[src/rtl/stepper_pkg.sv]
// stepper_pkg: shared types and constants for the two-axis stepper pulse driver.
//   stepper_state_t        : FSM states (IDLE, SETUP, HIGH, LOW, DONE)
//   STEPPER_DEF_*_CYC      : default DIR setup / STEP high / STEP low phase lengths
//   STEPPER_STEPS_W        : width of a per-axis step count
//   STEPPER_POS_W          : width of the optional signed position accumulators
//   stepper_max3()         : largest of three phase lengths (sizes the phase timer)
package stepper_pkg;

  typedef enum logic [2:0] {
    IDLE  = 3'd0,
    SETUP = 3'd1,
    HIGH  = 3'd2,
    LOW   = 3'd3,
    DONE  = 3'd4
  } stepper_state_t;

  localparam int unsigned STEPPER_DEF_DIR_SETUP_CYC = 32'd50;
  localparam int unsigned STEPPER_DEF_STEP_HIGH_CYC = 32'd100;
  localparam int unsigned STEPPER_DEF_STEP_LOW_CYC  = 32'd400;
  localparam int unsigned STEPPER_STEPS_W           = 32'd8;
  localparam int unsigned STEPPER_POS_W             = 32'd16;

  function automatic int unsigned stepper_max3(input int unsigned a,
                                               input int unsigned b,
                                               input int unsigned c);
    int unsigned m;
    m = a;
    if (b > m) begin
      m = b;
    end else begin
      m = m;
    end
    if (c > m) begin
      m = c;
    end else begin
      m = m;
    end
    return m;
  endfunction

endpackage

[src/rtl/stepper_pulse_driver_if.sv]
// stepper_pulse_driver_if: controller -> stepper command handshake.
//   steps1/steps2 : per-axis step counts (unsigned)
//   dir1/dir2     : per-axis direction, 1 = positive
//   dataReady     : command-valid strobe from the controller
//   stepperReady  : driver idle and able to take a command
// Modports: master = controller side, slave = stepper driver side.
interface stepper_pulse_driver_if;
  import stepper_pkg::*;

  logic [STEPPER_STEPS_W-1:0] steps1;
  logic [STEPPER_STEPS_W-1:0] steps2;
  logic                       dir1;
  logic                       dir2;
  logic                       dataReady;
  logic                       stepperReady;

  modport master (output steps1, steps2, dir1, dir2, dataReady, input stepperReady);
  modport slave  (input steps1, steps2, dir1, dir2, dataReady, output stepperReady);

endinterface

[src/rtl/stepper_pulse_driver_step_channel.sv]
// step_channel: one stepper axis.
//   clk, reset : system clock, async active-high reset
//   load_i     : command accepted; capture steps_i / dir_i
//   rise_i     : entering a STEP high phase; pulse if steps remain
//   fall_i     : leaving a STEP high phase; retire the pulse just issued
//   step_o     : registered STEP pin
//   dir_o      : registered DIR pin
//   active_o   : remaining count > 0
//   pos_o      : signed position accumulator (only with STEPPER_POS_TRACK_EN)
module step_channel
  import stepper_pkg::*;
(
  input  logic                       clk,
  input  logic                       reset,
  input  logic                       load_i,
  input  logic [STEPPER_STEPS_W-1:0] steps_i,
  input  logic                       dir_i,
  input  logic                       rise_i,
  input  logic                       fall_i,
  output logic                       step_o,
  output logic                       dir_o,
  output logic                       active_o
`ifdef STEPPER_POS_TRACK_EN
  ,
  output logic signed [STEPPER_POS_W-1:0] pos_o
`endif
);

  logic [STEPPER_STEPS_W-1:0] remaining_q, remaining_d;
  logic                       step_q, step_d;
  logic                       dir_q, dir_d;
  logic                       active_s;
`ifdef STEPPER_POS_TRACK_EN
  logic signed [STEPPER_POS_W-1:0] pos_q, pos_d;
`endif

  assign active_s = (remaining_q != {STEPPER_STEPS_W{1'b0}});

  // Next-state for count, STEP/DIR pins and optional position.
  always_comb begin
    remaining_d = remaining_q;
    step_d      = step_q;
    dir_d       = dir_q;
`ifdef STEPPER_POS_TRACK_EN
    pos_d       = pos_q;
`endif
    if (load_i) begin
      remaining_d = steps_i;
      dir_d       = dir_i;
      step_d      = 1'b0;
    end else if (rise_i) begin
      step_d = active_s;
    end else if (fall_i) begin
      step_d = 1'b0;
      // Only an axis that actually pulsed consumes a step; the >0 gate keeps
      // the counter from ever wrapping below zero.
      if (step_q && active_s) begin
        remaining_d = remaining_q - STEPPER_STEPS_W'(1'b1);
`ifdef STEPPER_POS_TRACK_EN
        pos_d = dir_q ? (pos_q + 16'sd1) : (pos_q - 16'sd1);
`endif
      end else begin
        remaining_d = remaining_q;
      end
    end else begin
      step_d = step_q;
    end
  end

  // Channel state registers.
  always_ff @(posedge clk or posedge reset) begin
    if (reset) begin
      remaining_q <= {STEPPER_STEPS_W{1'b0}};
      step_q      <= 1'b0;
      dir_q       <= 1'b0;
`ifdef STEPPER_POS_TRACK_EN
      pos_q       <= 16'sd0;
`endif
    end else begin
      remaining_q <= remaining_d;
      step_q      <= step_d;
      dir_q       <= dir_d;
`ifdef STEPPER_POS_TRACK_EN
      pos_q       <= pos_d;
`endif
    end
  end

  assign step_o   = step_q;
  assign dir_o    = dir_q;
  assign active_o = active_s;
`ifdef STEPPER_POS_TRACK_EN
  assign pos_o    = pos_q;
`endif

endmodule

[src/rtl/stepper_pulse_driver.sv]
// stepper_pulse_driver: takes a two-axis move command over the handshake
// interface and drives STEP/DIR pins for two stepper drivers.
//   clk, reset          : system clock, async active-high reset
//   cmd (slave)         : steps1/2, dir1/2, dataReady in; stepperReady out
//   step1_out/step2_out : registered STEP pins
//   dir1_out/dir2_out   : registered DIR pins
//   moveDone            : one-cycle pulse at the end of a move
//   pos1/pos2           : signed positions, only with STEPPER_POS_TRACK_EN
// Both axes share one FSM and phase timer; each axis stops pulsing once its
// own count is used up.
module stepper_pulse_driver
  import stepper_pkg::*;
#(
  parameter int unsigned DIR_SETUP_CYC = STEPPER_DEF_DIR_SETUP_CYC,
  parameter int unsigned STEP_HIGH_CYC = STEPPER_DEF_STEP_HIGH_CYC,
  parameter int unsigned STEP_LOW_CYC  = STEPPER_DEF_STEP_LOW_CYC
)(
  input  logic                    clk,
  input  logic                    reset,
  stepper_pulse_driver_if.slave   cmd,
  output logic                    step1_out,
  output logic                    step2_out,
  output logic                    dir1_out,
  output logic                    dir2_out,
  output logic                    moveDone
`ifdef STEPPER_POS_TRACK_EN
  ,
  output logic signed [STEPPER_POS_W-1:0] pos1,
  output logic signed [STEPPER_POS_W-1:0] pos2
`endif
);

  localparam int unsigned MAX_CYC = stepper_max3(DIR_SETUP_CYC, STEP_HIGH_CYC, STEP_LOW_CYC);
  localparam int unsigned TMR_W   = $clog2(MAX_CYC) + 32'd1;
  localparam logic [TMR_W-1:0] SETUP_LOAD = TMR_W'(DIR_SETUP_CYC - 32'd1);
  localparam logic [TMR_W-1:0] HIGH_LOAD  = TMR_W'(STEP_HIGH_CYC - 32'd1);
  localparam logic [TMR_W-1:0] LOW_LOAD   = TMR_W'(STEP_LOW_CYC - 32'd1);

  stepper_state_t   state_q, state_d;
  logic [TMR_W-1:0] timer_q, timer_d;
  logic             ready_q, ready_d;
  logic             done_q, done_d;
  logic             accept_s, rise_s, fall_s;
  logic             active1_s, active2_s;
  logic             timer_zero_s;

  assign timer_zero_s = (timer_q == {TMR_W{1'b0}});

  // FSM next-state, phase timer and STEP edge strobes to the channels.
  always_comb begin
    state_d  = state_q;
    timer_d  = timer_q;
    ready_d  = 1'b0;
    done_d   = 1'b0;
    accept_s = 1'b0;
    rise_s   = 1'b0;
    fall_s   = 1'b0;
    case (state_q)
      IDLE: begin
        if (cmd.dataReady && ready_q) begin
          accept_s = 1'b1;
          // A zero-length move still updates DIR but skips straight to DONE.
          if ((cmd.steps1 == {STEPPER_STEPS_W{1'b0}}) && (cmd.steps2 == {STEPPER_STEPS_W{1'b0}})) begin
            state_d = DONE;
            done_d  = 1'b1;
          end else begin
            state_d = SETUP;
            timer_d = SETUP_LOAD;
          end
        end else begin
          ready_d = 1'b1;
        end
      end
      SETUP: begin
        if (timer_zero_s) begin
          state_d = HIGH;
          timer_d = HIGH_LOAD;
          rise_s  = 1'b1;
        end else begin
          timer_d = timer_q - TMR_W'(1'b1);
        end
      end
      HIGH: begin
        if (timer_zero_s) begin
          state_d = LOW;
          timer_d = LOW_LOAD;
          fall_s  = 1'b1;
        end else begin
          timer_d = timer_q - TMR_W'(1'b1);
        end
      end
      LOW: begin
        if (!timer_zero_s) begin
          timer_d = timer_q - TMR_W'(1'b1);
        end else if (active1_s || active2_s) begin
          state_d = HIGH;
          timer_d = HIGH_LOAD;
          rise_s  = 1'b1;
        end else begin
          state_d = DONE;
          done_d  = 1'b1;
        end
      end
      DONE: begin
        state_d = IDLE;
        ready_d = 1'b1;
      end
      default: begin
        state_d = IDLE;
        timer_d = {TMR_W{1'b0}};
        ready_d = 1'b1;
      end
    endcase
  end

  // FSM, timer and handshake/status registers.
  always_ff @(posedge clk or posedge reset) begin
    if (reset) begin
      state_q <= IDLE;
      timer_q <= {TMR_W{1'b0}};
      ready_q <= 1'b1;
      done_q  <= 1'b0;
    end else begin
      state_q <= state_d;
      timer_q <= timer_d;
      ready_q <= ready_d;
      done_q  <= done_d;
    end
  end

  assign cmd.stepperReady = ready_q;
  assign moveDone         = done_q;

  step_channel u_axis1 (
    .clk      (clk),
    .reset    (reset),
    .load_i   (accept_s),
    .steps_i  (cmd.steps1),
    .dir_i    (cmd.dir1),
    .rise_i   (rise_s),
    .fall_i   (fall_s),
    .step_o   (step1_out),
    .dir_o    (dir1_out),
    .active_o (active1_s)
`ifdef STEPPER_POS_TRACK_EN
    ,
    .pos_o    (pos1)
`endif
  );

  step_channel u_axis2 (
    .clk      (clk),
    .reset    (reset),
    .load_i   (accept_s),
    .steps_i  (cmd.steps2),
    .dir_i    (cmd.dir2),
    .rise_i   (rise_s),
    .fall_i   (fall_s),
    .step_o   (step2_out),
    .dir_o    (dir2_out),
    .active_o (active2_s)
`ifdef STEPPER_POS_TRACK_EN
    ,
    .pos_o    (pos2)
`endif
  );

endmodule
[src/flat_wrapper.sv]
// flat-port wrapper written by rule: the top's interface ports become plain ports
module stepper_pulse_driver_flat import stepper_pkg::*;
#(
  parameter int unsigned DIR_SETUP_CYC = STEPPER_DEF_DIR_SETUP_CYC,
  parameter int unsigned STEP_HIGH_CYC = STEPPER_DEF_STEP_HIGH_CYC,
  parameter int unsigned STEP_LOW_CYC  = STEPPER_DEF_STEP_LOW_CYC
)
  (clk, reset, step1_out, step2_out, dir1_out, dir2_out, moveDone, cmd_steps1, cmd_steps2, cmd_dir1, cmd_dir2, cmd_dataReady, cmd_stepperReady);
  stepper_pulse_driver_if cmd_i ();
  input  logic clk;
  input  logic reset;
  output logic step1_out;
  output logic step2_out;
  output logic dir1_out;
  output logic dir2_out;
  output logic moveDone;
  input wire logic [$bits(cmd_i.steps1)-1:0] cmd_steps1;
  input wire logic [$bits(cmd_i.steps2)-1:0] cmd_steps2;
  input wire logic [$bits(cmd_i.dir1)-1:0] cmd_dir1;
  input wire logic [$bits(cmd_i.dir2)-1:0] cmd_dir2;
  input wire logic [$bits(cmd_i.dataReady)-1:0] cmd_dataReady;
  output wire logic [$bits(cmd_i.stepperReady)-1:0] cmd_stepperReady;
  assign cmd_i.steps1 = cmd_steps1;
  assign cmd_i.steps2 = cmd_steps2;
  assign cmd_i.dir1 = cmd_dir1;
  assign cmd_i.dir2 = cmd_dir2;
  assign cmd_i.dataReady = cmd_dataReady;
  assign cmd_stepperReady = cmd_i.stepperReady;
  stepper_pulse_driver #(.DIR_SETUP_CYC(DIR_SETUP_CYC), .STEP_HIGH_CYC(STEP_HIGH_CYC), .STEP_LOW_CYC(STEP_LOW_CYC)) u_core (.clk(clk), .reset(reset), .cmd(cmd_i), .step1_out(step1_out), .step2_out(step2_out), .dir1_out(dir1_out), .dir2_out(dir2_out), .moveDone(moveDone));
endmodule
[config.mk]
export PLATFORM = sky130hd
export DESIGN_NAME = stepper_pulse_driver_flat
export DESIGN_NICKNAME = d
export VERILOG_FILES = /design/src/rtl/stepper_pkg.sv /design/src/rtl/stepper_pulse_driver_if.sv /design/src/rtl/stepper_pulse_driver_step_channel.sv /design/src/rtl/stepper_pulse_driver.sv /design/src/flat_wrapper.sv
export SDC_FILE = /design/constraint.sdc
export NUM_CORES = 1
export LEC_CHECK = 0
export ABC_CLOCK_PERIOD_IN_PS = 3480
export CORE_MARGIN = 4
export CORE_UTILIZATION = 45
export CTS_CLUSTER_SIZE = 12
export DETAILED_ROUTE_END_ITERATION = 6
export HOLD_SLACK_MARGIN = 0.1
export PLACE_DENSITY = 0.76
export SYNTH_ARGS = -nofsm -noshare
export SYNTH_HDL_FRONTEND = slang
export SYNTH_SLANG_ARGS = --single-unit
[constraint.sdc]
create_clock -name clk -period 3.48 [get_ports clk]
set_input_delay 0.696 -clock clk [delete_from_list [all_inputs] [get_ports clk]]
set_output_delay 0.696 -clock clk [all_outputs]
set_load 0.05 [all_outputs]
==> out/qor.yml, run 1 <==
status:
  outcome: "finished clean"
placement:
  portBuffers: 26
  gp_congestion: 0.909
  dp.final_hpwl_um: 3430
clock_tree:
  htree_levels: 2
  cts_setup_buffers: 0
  cts.sinks: 35
  clockBufferDepth: 2
  cts.clk_slew.worst_paths_ps: 70
  worstSkewPairLatency_ps: 280
  root_buffer: "clkbuf_8"
  cts_made_buffers: 5
  cts-resized-gates: 0
  cts_tree: "built"
  hold_buffers: 0
die:
  die_w_um: 76.6
  pin_count: 27
  die_area_um2: 5870
  core.rowCount: 24
  die_h_um: 76.6
  start_util: 0.476
  core_area_um2: 4440
pwr:
  cellPowerDensity_nw_per_um2: 804
  ir_drop_mv: 0.390
  p_leak_nw: 0.965
route:
  drtIter0Drc: 146
  firstDrtPassIters: 4
  avgViaCountPerCell: 5.72
  wl_per_cell_um: 15.2
  antenna_left: 0
  drc: 0
  num_vias: 1738
  drt_wl_total_um: 4620
layout:
  fin_nets: 275
  fill_cells: 407
  area_growth_pct: 18.9
  diodes: 0
  drive_gt1_frac: 0.135
  final_util: 0.566
sta:
  rsz0062_at_grt: "false"
  fin_tns_setup_ps: 0
  max_freq_ghz: 0.417
  slew_headroom: 0.547
  post-route-period-util: 0.690
  slew_violations: 0
  period_needed_ps: 2400
  skew_ps: 3.44
  worst_pin_slew_ps: 675
  finalSetupViolCount: 0
  hold_violations: 0
critical_path:
  slowest_stage: "or4b_1"
  startpoint: "u_core.u_axis1.remaining_q[0]$_DFFE_PP0P_"
  max_stage_delay_ps: 560
  r2r_start: "u_core.u_axis1.remaining_q[0]$_DFFE_PP0P_"
  start_kind: "flop"
  path_max_fanout: 7
  arrival_ps: 2570
  cp_cell_sequence: "inv_1, ha_1, or4b_1, nor3_2, and3b_1, nor2_4, mux2_4"
  required_ps: 3650
  cp-end-kind: "flop"
  criticalPathCategory: "flop to flop"
yosys:
  avgSynthCellArea_um2: 9.41
  ys_warn_count: 0
  synth_area_um2: 2120
  syn_nets: 249
  synth_top_area_share: 0.402
  synth_cell_types: 51
  async_flop_share: 1.00
  synth.area.top_cells: "dfrtp_1 40%, xnor2_1 6.2%, nand2_1 4.3%, o21ai_1 4.0%, a21oi_1 3.3%"
  synth_seq_cells: 35
  synth-edff-count: 0
  syn-instance-count: 225
  synth_flop_cell: "dfrtp_1"
  yosys.area.top_type: "dfrtp_1"
  synth-seq-area-share: 0.414
grt:
  grtUsageMet2: 0.265
  grt_util_met3: 0.0296
  grtUsageTotal: 0.171
  globalRouteMet1Util: 0.242
  grt_pass1_vias: 1754
  grt_max_degree: 36
  grt_antenna_before_repair: 0
  busiest_layer: "met2"
  grt_pass1_wl_um: 8220
  grt_overflow_total: 0
min_path:
  hold_path_startpoint: "u_core.u_axis1.dir_o$_DFFE_PP0P_"
  hold_class: "flop to flop"
run:
  max_cap_viol_count: 0
-- path summary, 6_finish.rpt --
| kind | slack (ps) | cells after the start | to |
|---|---|---|---|
| worst max-delay path | 1080 | 7 | u_core.timer_q[0]$_DFFE_PP0P_ |
| worst max register to register | 1080 | 7 | u_core.timer_q[0]$_DFFE_PP0P_ |
| max in group asynchronous | 2330 | 3 | u_core.cmd.stepperReady$_DFF_PP1_ |
| worst min register to register | 480 | 2 | u_core.u_axis1.dir_o$_DFFE_PP0P_ |
| min in group asynchronous | 810 | 3 | u_core.timer_q[2]$_DFFE_PP0P_ |
| worst min-delay path | 480 | 2 | u_core.u_axis1.dir_o$_DFFE_PP0P_ |
-- Yosys cell counts (2+ instances only) --
| library cell | count |
|---|---|
| o31ai_1 | 4 |
| nand3_1 | 4 |
| xnor2_1 | 15 |
| nor3_2 | 3 |
| o31ai_4 | 2 |
| nand2b_1 | 3 |
| a31oi_1 | 5 |
| clkbuf_1 | 7 |
| a21oi_1 | 14 |
| nand4_1 | 4 |
| or4_1 | 2 |
| nor3_1 | 8 |
| nand2_1 | 24 |
| or3_1 | 5 |
| o21ai_0 | 3 |
| nor2_1 | 13 |
| nor4_2 | 4 |
| dfrtp_1 | 34 |
| or2_2 | 3 |
| mux2_4 | 2 |
| inv_1 | 11 |
| o21ai_1 | 17 |
| buf_2 | 2 |
| o21bai_1 | 2 |
| ha_1 | 3 |
| nor4_1 | 6 |
-- sequential cells by signal (all words and copies together), names as in the netlist --
signal,flops
u_core.timer_q,10
u_core.u_axis1.remaining_q,8
u_core.u_axis2.remaining_q,8
u_core.state_q,3
u_core.cmd.stepperReady,1
u_core.moveDone,1
u_core.u_axis1.dir_o,1
u_core.u_axis1.step_o,1
u_core.u_axis2.dir_o,1
u_core.u_axis2.step_o,1
-- stage by stage --
| stage | instances | worst slack (ps) | power [mW] | hold slack [ps] | instance area (µm²) |
|---|---|---|---|---|---|
| global placement | 296 | 886 | 1.68 | 465 | 2420 |
| floorplan | 225 | 1370 | 1.47 | 517 | 2120 |
| CTS | 304 | 1080 | 2.03 | 489 | 2520 |
| finish | 304 | 1080 | 2.02 | 479 | 2520 |
| detailed placement | 296 | 852 | 1.71 | 466 | 2420 |
| global route | 304 | 987 | 2.20 | 532 | 2520 |
-- cell families (layout without fill, tap and decap cells) --
logic type,Yosys count,in the layout,share of synthesized area
simple gates,90,90,0.261
compound gates,56,56,0.174
flops,35,35,0.414
buf+inv,21,48,0.0420
xor+xnor,15,15,0.0621
mux,5,5,0.0296
fa+ha+maj,3,3,0.0177
-- cells in the final DEF (no fill, tap or decap), types with 4 or more instances in the layout --
| cell | netlist | routed |
|---|---|---|
| a21oi_1 | 14 | 14 |
| a31oi_1 | 5 | 5 |
| clkbuf_8 | 0 | 7 |
| clkdlybuf4s50_1 | 0 | 26 |
| dfrtp_1 | 34 | 34 |
| inv_1 | 11 | 11 |
| nand2_1 | 24 | 24 |
| nand3_1 | 4 | 4 |
| nand4_1 | 4 | 4 |
| nor2_1 | 13 | 13 |
| nor3_1 | 8 | 8 |
| nor4_1 | 6 | 6 |
| nor4_2 | 4 | 4 |
| o21ai_1 | 17 | 17 |
| o31ai_1 | 4 | 4 |
| or3_1 | 5 | 5 |
| xnor2_1 | 15 | 15 |
-- critical path, delay by kind of cell, from the launching register on --
family / cells / cell delay [ps]
simple gates: 4 / 1370
flops: 1 / 400
mux: 1 / 300
buf+inv: 1 / 70
fa+ha+maj: 1 / 160
-- final cells by class --
class	count	area, µm²	share of cell area
Inverter	11	41.3	0.0164
Timing Repair Buffer	29	283	0.112
Clock buffer	8	100	0.0398
Sequential cell	35	877	0.348
Multi-Input combinational cell	169	1150	0.457
Tap cell	52	65.1	0.0258
-- routing by layer --
layer	vias to the layer above	part of all wire
li1	868	-
met1	830	0.49
met2	35	0.47
met3	5	0.030
met4	0	0.011
met5	-	0
-- where the power goes --
group / internal, mW / switching (mW)
logic: 0.393 / 0.496
registers: 0.599 / 0.222
clock network: 0.180 / 0.133
total: 1.17 / 0.851
Power figures use the tool's default switching activity.
==> inputs of run 2 (changes only) <==
Settings changed: ABC_CLOCK_PERIOD_IN_PS 3480 to 2100, PLACE_DENSITY 0.76 to 0.79.
Clock period 3.48 ns to 2.1 ns, I/O delays scaled along.
==> run 2 against run 1 <==
Net effect:
- clock power grew 51%
- highest routed layer unchanged
- power grew 80%
- die area unchanged
- clock-buffer cell count is 2 lower
- largest power group unchanged
- critical path depth decreased by 2
- clock skew about the same
- via count rose by 8.6%
- critical path type unchanged
==> out/qor.yml, run 2 (synthesized netlist as in run 1, its figures left out) <==
status:
  outcome: "finished clean"
clock_tree:
  cts_made_buffers: 5
  cts.sinks: 35
  clockBufferDepth: 2
  htree_levels: 2
  root_buffer: "clkbuf_8"
  cts_tree: "built"
  hold_buffers: 0
  cts.clk_slew.worst_paths_ps: 70
  worstSkewPairLatency_ps: 290
grt:
  grt_pass1_wl_um: 8690
  grt_pass1_vias: 1877
  grt_overflow_total: 0
  grt_antenna_before_repair: 0
  grtUsageTotal: 0.182
  grt_max_degree: 36
layout:
  final_util: 0.626
  area_growth_pct: 31.3
  drive_gt1_frac: 0.253
  largest_reg_flops: 10
  max_flop_register: "u_core.timer_q"
  most-common-layout-cells: "34 x dfrtp_1, 31 x buf_4, 25 x clkdlybuf4s50_1"
  diodes: 0
  reg_top3: "u_core.timer_q: 10 flops, u_core.u_axis1.remaining_q: 8 flops, u_core.u_axis2.remaining_q: 8 flops"
  final_common_cell: "dfrtp_1"
  fin_nets: 304
die:
  die_area_um2: 5870
  pin_count: 27
  die_h_um: 76.6
  start_util: 0.476
  die_w_um: 76.6
  core_area_um2: 4440
  core.rowCount: 24
route:
  drtIter0Drc: 135
  drt_wl_total_um: 5240
  num_vias: 1887
  antenna_left: 0
  wl_per_cell_um: 15.7
  drc: 0
  avgViaCountPerCell: 5.67
  firstDrtPassIters: 4
sta:
  hold_violations: 0
  post-route-period-util: 0.961
  fin_tns_setup_ps: 0
  slew_violations: 0
  rsz0062_at_grt: "false"
  skew_ps: 3.19
  max_freq_ghz: 0.495
  finalSetupViolCount: 0
  slew_headroom: 0.666
  worst_pin_slew_ps: 500
  period_needed_ps: 2020
pwr:
  power_mw: 3.64
  cellPowerDensity_nw_per_um2: 1310
  p_leak_nw: 1.11
  ir_drop_mv: 0.801
critical_path:
  required_ps: 2280
  startpoint: "u_core.u_axis2.remaining_q[3]$_DFFE_PP0P_"
  r2r_start: "u_core.u_axis2.remaining_q[3]$_DFFE_PP0P_"
  cp-end-kind: "flop"
  criticalPathCategory: "flop to flop"
  path_max_fanout: 4
  arrival_ps: 2190
  start_kind: "flop"
placement:
  gp_congestion: 0.951
  portBuffers: 26
  dp.final_hpwl_um: 3810
run:
  max_cap_viol_count: 0
min_path:
  hold_class: "flop to flop"
  hold_path_startpoint: "u_core.u_axis1.dir_o$_DFFE_PP0P_"
run 2: worst max-delay path, cell delays in order, from the launching register on:
cell,delay (ps)
dfrtp_1,380
or4_4,580
nor4b_4,280
and3b_2,310
nor2_4,60
mux2_4,300
run 2: power breakdown:
group          switching [mW]  internal [mW]
Sequential              0.352          0.992
Combinational           0.972          0.847
Clock                   0.241          0.231
run 2: worst paths after layout:
check	end	slack, ps	cells after the start
setup / recovery	u_core.timer_q[1]$_DFFE_PP0P_	80	5
hold / removal	u_core.u_axis1.dir_o$_DFFE_PP0P_	490	2
setup reg to reg	u_core.timer_q[1]$_DFFE_PP0P_	80	5
hold reg to reg	u_core.u_axis1.dir_o$_DFFE_PP0P_	490	2
max in group asynchronous	u_core.cmd.stepperReady$_DFF_PP1_	1250	3
min in group asynchronous	u_core.timer_q[6]$_DFFE_PP0P_	520	3
run 2: stage by stage:
| stage | instance area [µm²] | std cells | setup slack, ps | hold slack, ps |
|---|---|---|---|---|
| finish | 2780 | 333 | 81.6 | 487 |
| detailed placement | 2600 | 320 | -87.3 | 463 |
| global placement | 2600 | 320 | -31.4 | 458 |
| floorplan | 2120 | 225 | 39.5 | 517 |
| global route | 2780 | 333 | 1.53 | 504 |
| CTS | 2690 | 328 | 0.707 | 486 |
run 2: repair_timing:
| item | in CTS | in global routing |
|---|---|---|
| pin swaps | 0 | 5 |
| endpoints found under the setup margin | 6 | 21 |
| gates resized for setup | 1 | 10 |
| cloned | 0 | 1 |
| setup buffers | 0 | 4 |
run 2: cell type report:
class	instances	area, µm²
Inverter	11	41.3
Clock buffer	6	72.6
Sequential cell	35	877
Timing Repair Buffer	57	494
Tap cell	52	65.1
Fill cell	390	1660
Multi-Input combinational cell	170	1220
Clock inverter	2	12.5
run 2: metal layers:
metal  vias to the layer above  part of all wire  GRT usage
met5                         -                 0          0
met4                         0             0.014     0.0543
met3                         5             0.042     0.0343
met2                        48              0.48      0.288
met1                       899              0.47      0.252
li1                        935                 -          -
==> inputs of run 3 (changes only) <==
Settings changed: PLACE_DENSITY 0.79 to not set, PLACE_DENSITY_LB_ADDON set to 0.15.
==> run 3 against run 2 <==
Net effect:
- hold slack got worse by 13 ps
- utilization shrank 0.31 points
- critical path depth unchanged
- maximum frequency grew 0.40%
- routed wire length decreased by 5.4%
- clock-buffer cell count unchanged
- register-to-register slack barely moved
- combinational power is 3% lower
- critical path type unchanged
- highest routed layer unchanged
==> out/qor.yml, run 3 (synthesized netlist as in run 1, its figures left out) <==
clock_tree:
  cts.sinks: 35
  cts_tree: "built"
  cts_made_buffers: 5
  clockBufferDepth: 2
  cts.clk_slew.worst_paths_ps: 70
  root_buffer: "clkbuf_8"
  htree_levels: 2
  worstSkewPairLatency_ps: 290
critical_path:
  r2r_cells: 5
  reg2reg_setup_slack_ps: 90
  max_stage_delay_ps: 590
  start_kind: "flop"
  path_max_fanout: 4
  slowest_stage: "or4_4"
  required_ps: 2270
  cpLargestDelayFamily: "simple AND/OR/NAND/NOR gates"
  r2r_start: "u_core.u_axis2.remaining_q[3]$_DFFE_PP0P_"
  cp-end-kind: "flop"
  arrival_ps: 2180
  cp_cell_sequence: "or4_4, nor4b_4, and3b_2, nor2_4, mux2_4"
  r2r-end: "u_core.timer_q[0]$_DFFE_PP0P_"
  path_buf_inv: 0
  criticalPathCategory: "flop to flop"
layout:
  diodes: 0
  final_common_cell: "dfrtp_1"
  max_flop_register: "u_core.timer_q"
  fin_nets: 303
  most-common-layout-cells: "34 x dfrtp_1, 31 x buf_4, 25 x clkdlybuf4s50_1"
  final_util: 0.622
  reg_top3: "u_core.timer_q: 10 flops, u_core.u_axis1.remaining_q: 8 flops, u_core.u_axis2.remaining_q: 8 flops"
  largest_reg_flops: 10
  drive_gt1_frac: 0.265
  area_growth_pct: 30.7
route:
  avgViaCountPerCell: 5.59
  num_vias: 1850
  firstDrtPassIters: 4
  drc: 0
  drtIter0Drc: 88
  drt_wl_total_um: 4960
  antenna_left: 0
  wl_per_cell_um: 15.0
sta:
  period_needed_ps: 2010
  max_freq_ghz: 0.497
  fin_tns_setup_ps: 0
  skew_ps: 6.52
  whs_ps: 474
  finalSetupViolCount: 0
  worst_pin_slew_ps: 505
  hold_violations: 0
  slew_violations: 0
  slew_headroom: 0.663
  post-route-period-util: 0.957
grt:
  grt_max_degree: 36
  grt_overflow_total: 0
  grt_antenna_before_repair: 0
  grtUsageTotal: 0.175
  grt_pass1_wl_um: 8420
  grt_pass1_vias: 1814
status:
  outcome: "finished clean"
pwr:
  power_frac_comb: 0.492
  power_mw: 3.58
  p_leak_nw: 1.11
  clockPowerShare: 0.136
  cellPowerDensity_nw_per_um2: 1300
  p_int_mw: 2.08
  switching_share: 0.420
  p_switching_mw: 1.51
  ir_drop_mv: 0.592
  seqPwrFrac: 0.372
run:
  max_cap_viol_count: 0
die:
  die_w_um: 76.6
  core_area_um2: 4440
  die_h_um: 76.6
  start_util: 0.476
  pin_count: 27
  die_area_um2: 5870
  core.rowCount: 24
min_path:
  hold_end: "u_core.u_axis1.dir_o$_DFFE_PP0P_"
  hold_depth: 2
  hold_class: "flop to flop"
  hold_path_startpoint: "u_core.u_axis1.dir_o$_DFFE_PP0P_"
placement:
  portBuffers: 26
  dp.final_hpwl_um: 3520
  gp_congestion: 0.850
==> run 3: per-layer routing <==
metal  wire length, µm  share of wire  global-route usage  vias to the layer above
li1                  -              -                   -                      922
met1              2460           0.50               0.239                      877
met2              2200           0.44               0.275                       45
met3               248          0.050              0.0426                        6
met4                57          0.011              0.0525                        0
met5                 0              0                   0                        -
==> run 3: power by group through the flow <==
stage	clock (mW)	combinational, mW	sequential (mW)
finish	0.488	1.76	1.33
detailed placement	0	1.67	1.32
floorplan	0	1.04	1.41
global placement	0	1.65	1.32
global route	0.543	1.96	1.38
CTS	0.503	1.68	1.32
==> run 3: worst max-delay path by stage <==
stage	to	start	cells past startpoint	slack, ps
6_report	u_core.timer_q[0]$_DFFE_PP0P_	u_core.u_axis2.remaining_q[3]$_DFFE_PP0P_	5	90
3_5_place_dp	u_core.timer_q[0]$_DFFE_PP0P_	cmd_steps1[1]	7	-120
5_1_grt	u_core.u_axis1.remaining_q[7]$_DFFE_PP0P_	u_core.timer_q[1]$_DFFE_PP0P_	8	-0.6
2_1_floorplan	u_core.timer_q[0]$_DFFE_PP0P_	u_core.u_axis1.remaining_q[0]$_DFFE_PP0P_	8	40
3_3_place_gp	u_core.timer_q[1]$_DFFE_PP0P_	cmd_steps1[1]	7	-100
4_1_cts	u_core.u_axis1.remaining_q[1]$_DFFE_PP0P_	u_core.timer_q[0]$_DFFE_PP0P_	8	-5
==> run 3: timing repair <==
action / CTS / global route
cloned: 0 / 1
endpoints found under the setup margin: 1 / 20
hold buffers: 0 / 0
gates resized for setup: 0 / 13
buffers inserted: 0 / 4
pin swaps: 0 / 4
==> run 3: layout make-up <==
class	count	area [µm²]
well taps	52	65.1
clock inverters	1	5.00
repair buffers	56	483
clock buffers	6	82.6
inverters	11	41.3
multi-input cells	170	1210
flip-flops and latches	35	877
fillers	407	1680
==> run 3: metrics by stage <==
step	cell area, µm²	cells	setup slack, ps
floorplan	2120	225	39.5
global placement	2590	319	-102
detailed placement	2590	319	-117
CTS	2680	326	-4.53
global route	2770	331	-0.606
finish	2770	331	89.6
==> run 3: worst reg2reg max path, delay by kind of cell, from the launching register on <==
| kind | cells | cell delay (ps) |
|---|---|---|
| multiplexers | 1 | 300 |
| flip-flops | 1 | 380 |
| AND/OR/NAND/NOR | 4 | 1230 |
